==> src/rtl/snake_field_reader.sv <==
// snake_field_reader: snapshots a packed snake-game field on request and streams
// every cell out in raster order over a valid/ready interface, with decoded colour
// and frame-position flags. Optional frame statistics (snake length, first apple
// position) are built when the macro SNAKE_FIELD_STATS_EN is defined; otherwise the
// statistics ports are tied to zero.
module snake_field_reader #(
    parameter int SIZE_X     = 10,
    parameter int SIZE_Y     = 10,
    parameter int FIELD_SIZE = SIZE_X * SIZE_Y * 3,
    localparam int XBITS     = (SIZE_X > 1) ? $clog2(SIZE_X) : 1,
    localparam int YBITS     = (SIZE_Y > 1) ? $clog2(SIZE_Y) : 1,
    localparam int LBITS     = $clog2(SIZE_X * SIZE_Y + 1)
) (
    input  logic                  clk,
    input  logic                  rst,
    input  logic [FIELD_SIZE-1:0] field,
    input  logic                  frame_req,
    output logic                  busy,
    output logic                  out_valid,
    input  logic                  out_ready,
    output logic [XBITS-1:0]      out_x,
    output logic [YBITS-1:0]      out_y,
    output logic [2:0]            out_code,
    output logic [11:0]           out_rgb,
    output logic                  out_sof,
    output logic                  out_eol,
    output logic                  out_eof,
    output logic                  out_err,
    output logic                  frame_done,
    output logic [LBITS-1:0]      snake_len,
    output logic                  apple_valid,
    output logic [XBITS-1:0]      apple_x,
    output logic [YBITS-1:0]      apple_y
);

    typedef enum logic [1:0] {StIdle, StScan, StDone} state_e;

    state_e                state_q, state_d;
    logic [FIELD_SIZE-1:0] snap_q;
    logic [XBITS-1:0]      x_q;
    logic [YBITS-1:0]      y_q;

    logic        scan;
    logic        start;
    logic        fire;
    logic        x_last;
    logic        y_last;
    logic        last_beat;
    logic [31:0] cell_idx;
    logic [2:0]  code_raw;
    logic [11:0] rgb_raw;

    assign scan      = (state_q == StScan);
    assign start     = (state_q == StIdle) && frame_req;
    assign fire      = scan && out_ready;
    assign x_last    = (x_q == XBITS'(SIZE_X - 1));
    assign y_last    = (y_q == YBITS'(SIZE_Y - 1));
    assign last_beat = x_last && y_last;
    assign cell_idx  = 32'(y_q) * 32'(SIZE_X) + 32'(x_q);
    assign code_raw  = 3'(snap_q >> (3 * cell_idx));

    // State register.
    always_ff @(posedge clk) begin
        if (rst) begin
            state_q <= StIdle;
        end else begin
            state_q <= state_d;
        end
    end

    // Next-state logic; frame_req only matters in idle, so requests are never queued.
    always_comb begin
        state_d = state_q;
        unique case (state_q)
            StIdle: if (frame_req) state_d = StScan;
            StScan: if (fire && last_beat) state_d = StDone;
            StDone: state_d = StIdle;
            default: state_d = StIdle;
        endcase
    end

    // Snapshot capture and raster cursor; beats always read the snapshot, never field.
    always_ff @(posedge clk) begin
        if (rst) begin
            x_q <= '0;
            y_q <= '0;
        end else if (start) begin
            snap_q <= field;
            x_q    <= '0;
            y_q    <= '0;
        end else if (fire) begin
            if (x_last) begin
                x_q <= '0;
                y_q <= y_last ? '0 : y_q + 1'b1;
            end else begin
                x_q <= x_q + 1'b1;
            end
        end
    end

    // Colour decode: snake green, apple red, illegal codes magenta.
    always_comb begin
        rgb_raw = 12'h000;
        case (code_raw)
            3'd0:                   rgb_raw = 12'h000;
            3'd1, 3'd2, 3'd3, 3'd4: rgb_raw = 12'h0F0;
            3'd5:                   rgb_raw = 12'hF00;
            default:                rgb_raw = 12'hF0F;
        endcase
    end

    // Beat outputs are forced to zero outside a scan so reset/idle present a clean bus.
    always_comb begin
        out_valid  = scan;
        out_x      = x_q;
        out_y      = y_q;
        out_code   = scan ? code_raw : 3'd0;
        out_rgb    = scan ? rgb_raw : 12'h000;
        out_sof    = scan && (x_q == '0) && (y_q == '0);
        out_eol    = scan && x_last;
        out_eof    = scan && last_beat;
        out_err    = scan && (code_raw[2:1] == 2'b11);
        busy       = (state_q != StIdle);
        frame_done = (state_q == StDone);
    end

`ifdef SNAKE_FIELD_STATS_EN
    logic [LBITS-1:0] len_acc_q, len_nxt, snake_len_q;
    logic             found_q, found_nxt, apple_valid_q;
    logic [XBITS-1:0] ax_acc_q, ax_nxt, apple_x_q;
    logic [YBITS-1:0] ay_acc_q, ay_nxt, apple_y_q;
    logic             is_snake;
    logic             apple_hit;

    // Accumulator next values including the beat currently being accepted.
    always_comb begin
        is_snake  = (code_raw >= 3'd1) && (code_raw <= 3'd4);
        apple_hit = (code_raw == 3'd5) && !found_q;
        len_nxt   = len_acc_q + LBITS'(is_snake);
        found_nxt = found_q | apple_hit;
        ax_nxt    = apple_hit ? x_q : ax_acc_q;
        ay_nxt    = apple_hit ? y_q : ay_acc_q;
    end

    // Accumulate over accepted beats; publish all statistics together on entry to done.
    always_ff @(posedge clk) begin
        if (rst) begin
            len_acc_q     <= '0;
            found_q       <= 1'b0;
            ax_acc_q      <= '0;
            ay_acc_q      <= '0;
            snake_len_q   <= '0;
            apple_valid_q <= 1'b0;
            apple_x_q     <= '0;
            apple_y_q     <= '0;
        end else if (start) begin
            len_acc_q <= '0;
            found_q   <= 1'b0;
            ax_acc_q  <= '0;
            ay_acc_q  <= '0;
        end else if (fire) begin
            len_acc_q <= len_nxt;
            found_q   <= found_nxt;
            ax_acc_q  <= ax_nxt;
            ay_acc_q  <= ay_nxt;
            if (last_beat) begin
                snake_len_q   <= len_nxt;
                apple_valid_q <= found_nxt;
                apple_x_q     <= ax_nxt;
                apple_y_q     <= ay_nxt;
            end
        end
    end

    assign snake_len   = snake_len_q;
    assign apple_valid = apple_valid_q;
    assign apple_x     = apple_x_q;
    assign apple_y     = apple_y_q;
`else
    assign snake_len   = '0;
    assign apple_valid = 1'b0;
    assign apple_x     = '0;
    assign apple_y     = '0;
`endif

endmodule

==> config.mk <==
export PLATFORM = sky130hd
export DESIGN_NAME = snake_field_reader
export DESIGN_NICKNAME = d
export VERILOG_FILES = /design/src/rtl/snake_field_reader.sv
export SDC_FILE = /design/constraint.sdc
export NUM_CORES = 1
export LEC_CHECK = 0
export ABC_AREA = 1
export ABC_CLOCK_PERIOD_IN_PS = 15400
export BUFFER_PORTS_ARGS = -buffer_cell sky130_fd_sc_hd__clkbuf_2
export CORE_MARGIN = 4
export CORE_UTILIZATION = 48
export CTS_CLUSTER_SIZE = 8
export DETAILED_ROUTE_END_ITERATION = 16
export PLACE_DENSITY_LB_ADDON = 0.25
export SETUP_SLACK_MARGIN = 0.4
export SYNTH_ARGS = -nofsm -noshare
export SYNTH_HDL_FRONTEND = slang
export SYNTH_SLANG_ARGS = --single-unit
==> constraint.sdc <==
create_clock -name clk -period 15.4 [get_ports clk]
set_input_delay 1.54 -clock clk [delete_from_list [all_inputs] [get_ports clk]]
set_output_delay 1.54 -clock clk [all_outputs]
set_load 0.005 [all_outputs]
# == Word level (Yosys, flattened, before mapping) ==
# Index checks and enable logic that the tools add are counted.
# totals
output_inout_bits,46
reg_bits,310
# classes
eq_ne,12
shifts,1
bitwise_logic,1
add_sub_neg,3
n_reduce_logical,19
n_mux,8
mul,2
# op_table
cell,count
300-bit by 11-bit >> shifter with 3-bit output,1
12-bit case mux with 3 select lines,1
12-bit 2-to-1 mux,1
2-bit by 9-bit multiplier with 11-bit output (first input constant),1
8-bit by 4-bit adder with 9-bit output,1
1-bit logical AND,9
4-bit by 1-bit adder with 4-bit output (second input constant),2
4-bit equality test (second input constant),2
4-bit zero test,2
4-bit 2-to-1 mux,2
4-bit by 3-bit multiplier with 7-bit output (second input constant),1
3-bit by 2-bit equality test with 1-bit output (second input constant),2
3-bit equality test (second input constant),2
2-bit AND reduction,3
2-bit equality test (second input constant),2
2-bit 2-to-1 mux,2
2-bit case mux with 2 select lines,1
4-bit OR reduction,1
3-bit by 1-bit equality test with 1-bit output (second input constant),1
3-bit zero test,1
3-bit 2-to-1 mux,1
2-bit by 1-bit equality test with 1-bit output (second input constant),1
2-bit zero test,1
2-bit by 1-bit inequality test with 1-bit output (second input constant),1
4 further kinds,4

# == Depth between registers and ports, before layout ==
# depth
depth_word,8
ltp_mapped,22

# == Worst setup path before layout ==
# No wires, ideal clock.
# synth_timing
path_type,in2reg
start,input port frame_req
end,"register snap_q[0], enable pin"
cell_stages,2
slack_ns,0.392
arrival_ns,14.041
path_cell_list,nand2_1 -> nor2_1
# synth_between
elab_chain_cells,2
# synth_lines
element,line_no,source
start: declaration,17,"input logic frame_req,"
1-bit logical AND,54,assign start = (state_q == StIdle) && frame_req;
2-bit AND reduction (no source line),-,
end signal: assignment,88,snap_q <= field;
end: declaration,39,logic [FIELD_SIZE-1:0] snap_q;
# No other way between the ends.
# A chain may end at the register's enable or synchronous reset.

# == Final worst setup path ==
# layout_timing
start,"register y_q[0], in the netlist out_y[0]"
end,output port out_rgb[0]
# layout_between
elab_chain_cells,8
# layout_lines
element,line_no,source
start: declaration,41,logic [YBITS-1:0] y_q;
start signal: assignment,94,y_q <= y_last ? '0 : y_q + 1'b1;
4-bit by 3-bit multiplier with 7-bit output *,59,assign cell_idx = 32'(y_q) * 32'(SIZE_X) + 32'(x_q);
8-bit by 4-bit adder with 9-bit output *,59,
2-bit by 9-bit multiplier with 11-bit output *,60,assign code_raw = 3'(snap_q >> (3 * cell_idx));
300-bit by 11-bit >> shifter with 3-bit output *,60,
3-bit by 1-bit equality test with 1-bit output (tied with other cells),104,case (code_raw)
4-bit OR reduction,104,
12-bit case mux with 3 select lines *,104,
12-bit 2-to-1 mux *,118,out_rgb = scan ? rgb_raw : 12'h000;
end: declaration,24,"output logic [11:0] out_rgb,"
# Mark *: on every way between the ends. The rest lies on a longest branch, timed or not.

==> key figures <==
Status
  – Status: completed

Yosys
  – Synthesized cell area: 0.01357 mm2
  – Post-Synthesis Cells: 1,291
  – YS warnings: 0
  – Register bit total from synthesis: 310
  – Mux cell area share after synthesis: 0
  – Simple-gate share of the synthesized area: 0.2016
  – Distinct cells, synth: 34
  – Compound-gate portion of the synthesized area: 0.04157
  – Area leader, netlist: edfxtp_1
  – Avg Inst Size Synth: 10.51 um2
  – Sequential-to-total area share from yosys stat: 0.6785
  – XOR/XNOR Fraction of Synth Area: 0.003134
  – FFs w/ async S/R, synth: 0
  – EDFF count, synth: 300
  – Primary FF master, synth: edfxtp_1
  – Dominant cells by area after synthesis: edfxtp_1 (66%), nand2_1 (7.3%), nor2_1 (6.9%)
  – Top cell type's share of synthesized area: 0.6637
  – Main combinational cell family by area after synthesis: simple AND/OR/NAND/NOR gates
  – Adder-cell share of the synthesized area: 0.009403

STA
  – Pins Over Slew Limit: 0
  – Maximum clock rate: 0.1695 GHz
  – Final setup TNS: 0 ns
  – Fin. Hold Viols: 0
  – Post-route minimum period: 5.900 ns
  – Tightest Pin Transition: 1.018 ns
  – Clock Skews: 0.004999 ns
  – Final worst slack: 9.500 ns
  – Part of the cycle the worst path needs: 0.3831
  – RSZ-0062 raised after global routing: no
  – Final setup vio count: 0
  – Max-slew headroom: 0.3211

Floorplan
  – Initial core utilization: 0.4872
  – Area of the die: 0.03103 mm2
  – IO Count: 350
  – Die Ht: 176.2 um
  – Row cnt: 61
  – Die X: 176.2 um
  – Core ar.: 0.02786 mm2

Critical path
  – CP Data Required Time: 13.86 ns
  – CP Launch Type: flop
  – RR Startpoint: state_q[1]
  – Crit-path most repeated cell: nand2_1
  – Element type at the critical path end: primary output
  – Largest fanout on the critical path: 20
  – Worst EP arrival: 4.36 ns
  – Crit. Startpoint: out_y[0]
  – Worst-path cell chain: ha_4, inv_1, fa_1, clkinv_1, a21oi_4, nand2_1, nand2_1, nor2_1, nand2_1, nand3_1, a21oi_2, nand2_2, nor3_1, clkbuf_2
  – Crit-path slowest cell: a21oi_4
  – Critical Path Max Stage Delay: 0.76 ns
  – CP Class: flop to primary output

Power and ir drop
  – IR drop worst, VDD: 0.00008842 V
  – Sw Pwr: 0.0004125 W
  – Total power: 0.001940 W
  – Net Sw Frac: 0.2126
  – Clock Power Share: 0.434
  – Comb power frac: 0.062
  – Static Leak: 7.157 nW
  – PD cells: 116.6 mW/mm2
  – Int Pwr: 0.001527 W
  – Flop pwr share: 0.504

Final layout
  – Final nets: 1,926
  – Post-route insts no fill: 2,004
  – Share of layout cells above drive strength 1: 0.2702
  – # fillers: 2,314
  – Area growth from synthesis to layout: 22.59%
  – Layout Utilization: 0.5973

Placement
  – Post-DP HPWL: 24,290 um
  – Routability congestion estimate: 0.8083
  – Post-place setup slack: 9.982 ns
  – Placed insts: 1,945
  – # port buffers: 333

Global route
  – Grt peak-use layer: met2
  – Number of global-route vias before repair: 9,922
  – Met1 Use GR: 0.2815
  – First-pass GRT wire length: 53,270 um
  – GR Util met2: 0.3739
  – Gr usage total: 0.2224
  – Largest net degree at the start of global routing: 170
  – Met3 usage: 0.05418
  – Initial antenna violation count: 7
  – Total global routing overflow: 0

Routing
  – Routed vias: 9,908
  – Detailed Route Iter0 Violations: 803
  – Via/cell ratio: 4.944
  – Drt wl/cell: 17.65 um
  – Pre-antenna DRT Iters: 5
  – Post-DRT Antenna Nets: 0
  – DRC Markers: 0
  – WL final: 35,360 um

Flow run
  – Max-Cap Viols: 0

Worst hold path
  – Min-Delay Startpoint: out_x[1]
  – Hold/Removal Path Class: flop to flop

Clocking
  – CTS H-Tree Depth: 2
  – CTS Sinks: 310
  – CTS Buffer Depth: 3
  – Clock-pin slew on the worst setup and hold paths: 0.05 ns
  – Clock Latency Late Sink: 0.53 ns
  – Post_cts resized: 0
  – Clock Tree Root: clkbuf_16
  – Post-CTS setup buffer count: 0
  – CTS tree: built
  – CTS buffer count: 44
  – Post-CTS Hold Buffers: 0
==> logic make-up (layout without fill, tap and decap cells) <==
kind of cell | after synthesis | in the layout
simple gates | 662 | 662
flops | 310 | 310
buf+inv | 199 | 514
compound gates | 106 | 106
fa+ha+maj | 9 | 9
xor+xnor | 4 | 4
other cells | 1 | 21
==> power groups by stage <==
| stage | clock, W | combinational, W | sequential [W] |
|---|---|---|---|
| after detailed placement | 0 | 0.000121 | 0.000994 |
| after floorplan | 0 | 0.0000628 | 0.00100 |
| after global routing | 0.000897 | 0.000135 | 0.000980 |
| after global placement | 0 | 0.000120 | 0.000993 |
| final | 0.000841 | 0.000120 | 0.000979 |
| after CTS | 0.000860 | 0.000122 | 0.000978 |
==> cell usage in the layout, fill, tap and decap left out, types with 2 or more instances in the layout <==
cell type  instances
clkbuf_2         333
edfxtp_1         300
nand2_1          264
nor2_1           247
inv_1            113
nand3_1          100
o21ai_0           77
clkbuf_16         44
or2_2             36
conb_1            16
a21oi_1           12
dfxtp_1            9
o211ai_1           8
buf_4              8
clkbuf_1           7
ha_1               6
diode_2            5
nor3_1             4
nand2_2            3
xor2_1             3
o22ai_1            3
inv_2              2
clkinv_1           2
nor2_4             2
o21ai_1            2
nand4_1            2
and3_1             2
fa_1               2
inv_6              2
==> synth_stat cells, types with 10 or more instances <==
library cell / number
edfxtp_1: 300
nand2_1: 264
nor2_1: 248
inv_1: 113
nand3_1: 100
o21ai_0: 77
or2_2: 36
buf_2: 30
buf_4: 26
clkbuf_1: 19
a21oi_1: 13
dfxtp_1: 10
==> layout make-up <==
cell class	count	area (um2)	share of cell area
Antenna cell	5	12.51	0.0007520
Clock buffer	51	1127	0.06775
Clock inverter	3	47.55	0.002858
Inverter	118	445.4	0.02677
Multi-Input combinational cell	797	3573	0.2148
Sequential cell	310	9213	0.5537
Tap cell	378	473.0	0.02843
Timing Repair Buffer	342	1747	0.1050
==> sequential cells by signal, indices dropped and copies added (netlist names) <==
signal and flops:
state_q 2, out_x 4, snap_q 300, out_y 4
==> worst max-delay path: cells and delay by family (launching register included) <==
family	cells	cell delay [ns]
compound gates	2	0.92
flops	1	0.46
simple gates	7	0.87
fa+ha+maj	2	0.69
buf+inv	3	0.89
==> per-layer routing <==
layer,vias up,share of wire
li1,4881,-
met1,4590,0.40
met2,354,0.50
met3,77,0.074
met4,6,0.030
met5,-,0.0012
==> path summary, 6_finish.rpt <==
kind / end / slack (ns) / depth (start not counted)
setup / recovery: out_rgb[0] / 9.50 / 14
hold / removal: out_x[1] / 0.59 / 2
setup reg to reg: snap_q[6] / 12.74 / 5
hold reg to reg: out_x[1] / 0.59 / 2
==> per-stage QoR <==
| step | hold WS [ns] | cell area, um2 |
|---|---|---|
| 2_1_floorplan | 0.5169 | 13630 |
| 3_3_place_gp | 0.5601 | 15450 |
| 3_5_place_dp | 0.5831 | 15450 |
| 4_1_cts | 0.5919 | 16630 |
| 5_1_grt | 0.6237 | 16640 |
| 6_report | 0.5936 | 16640 |
(Power assumes the default switching activity.)
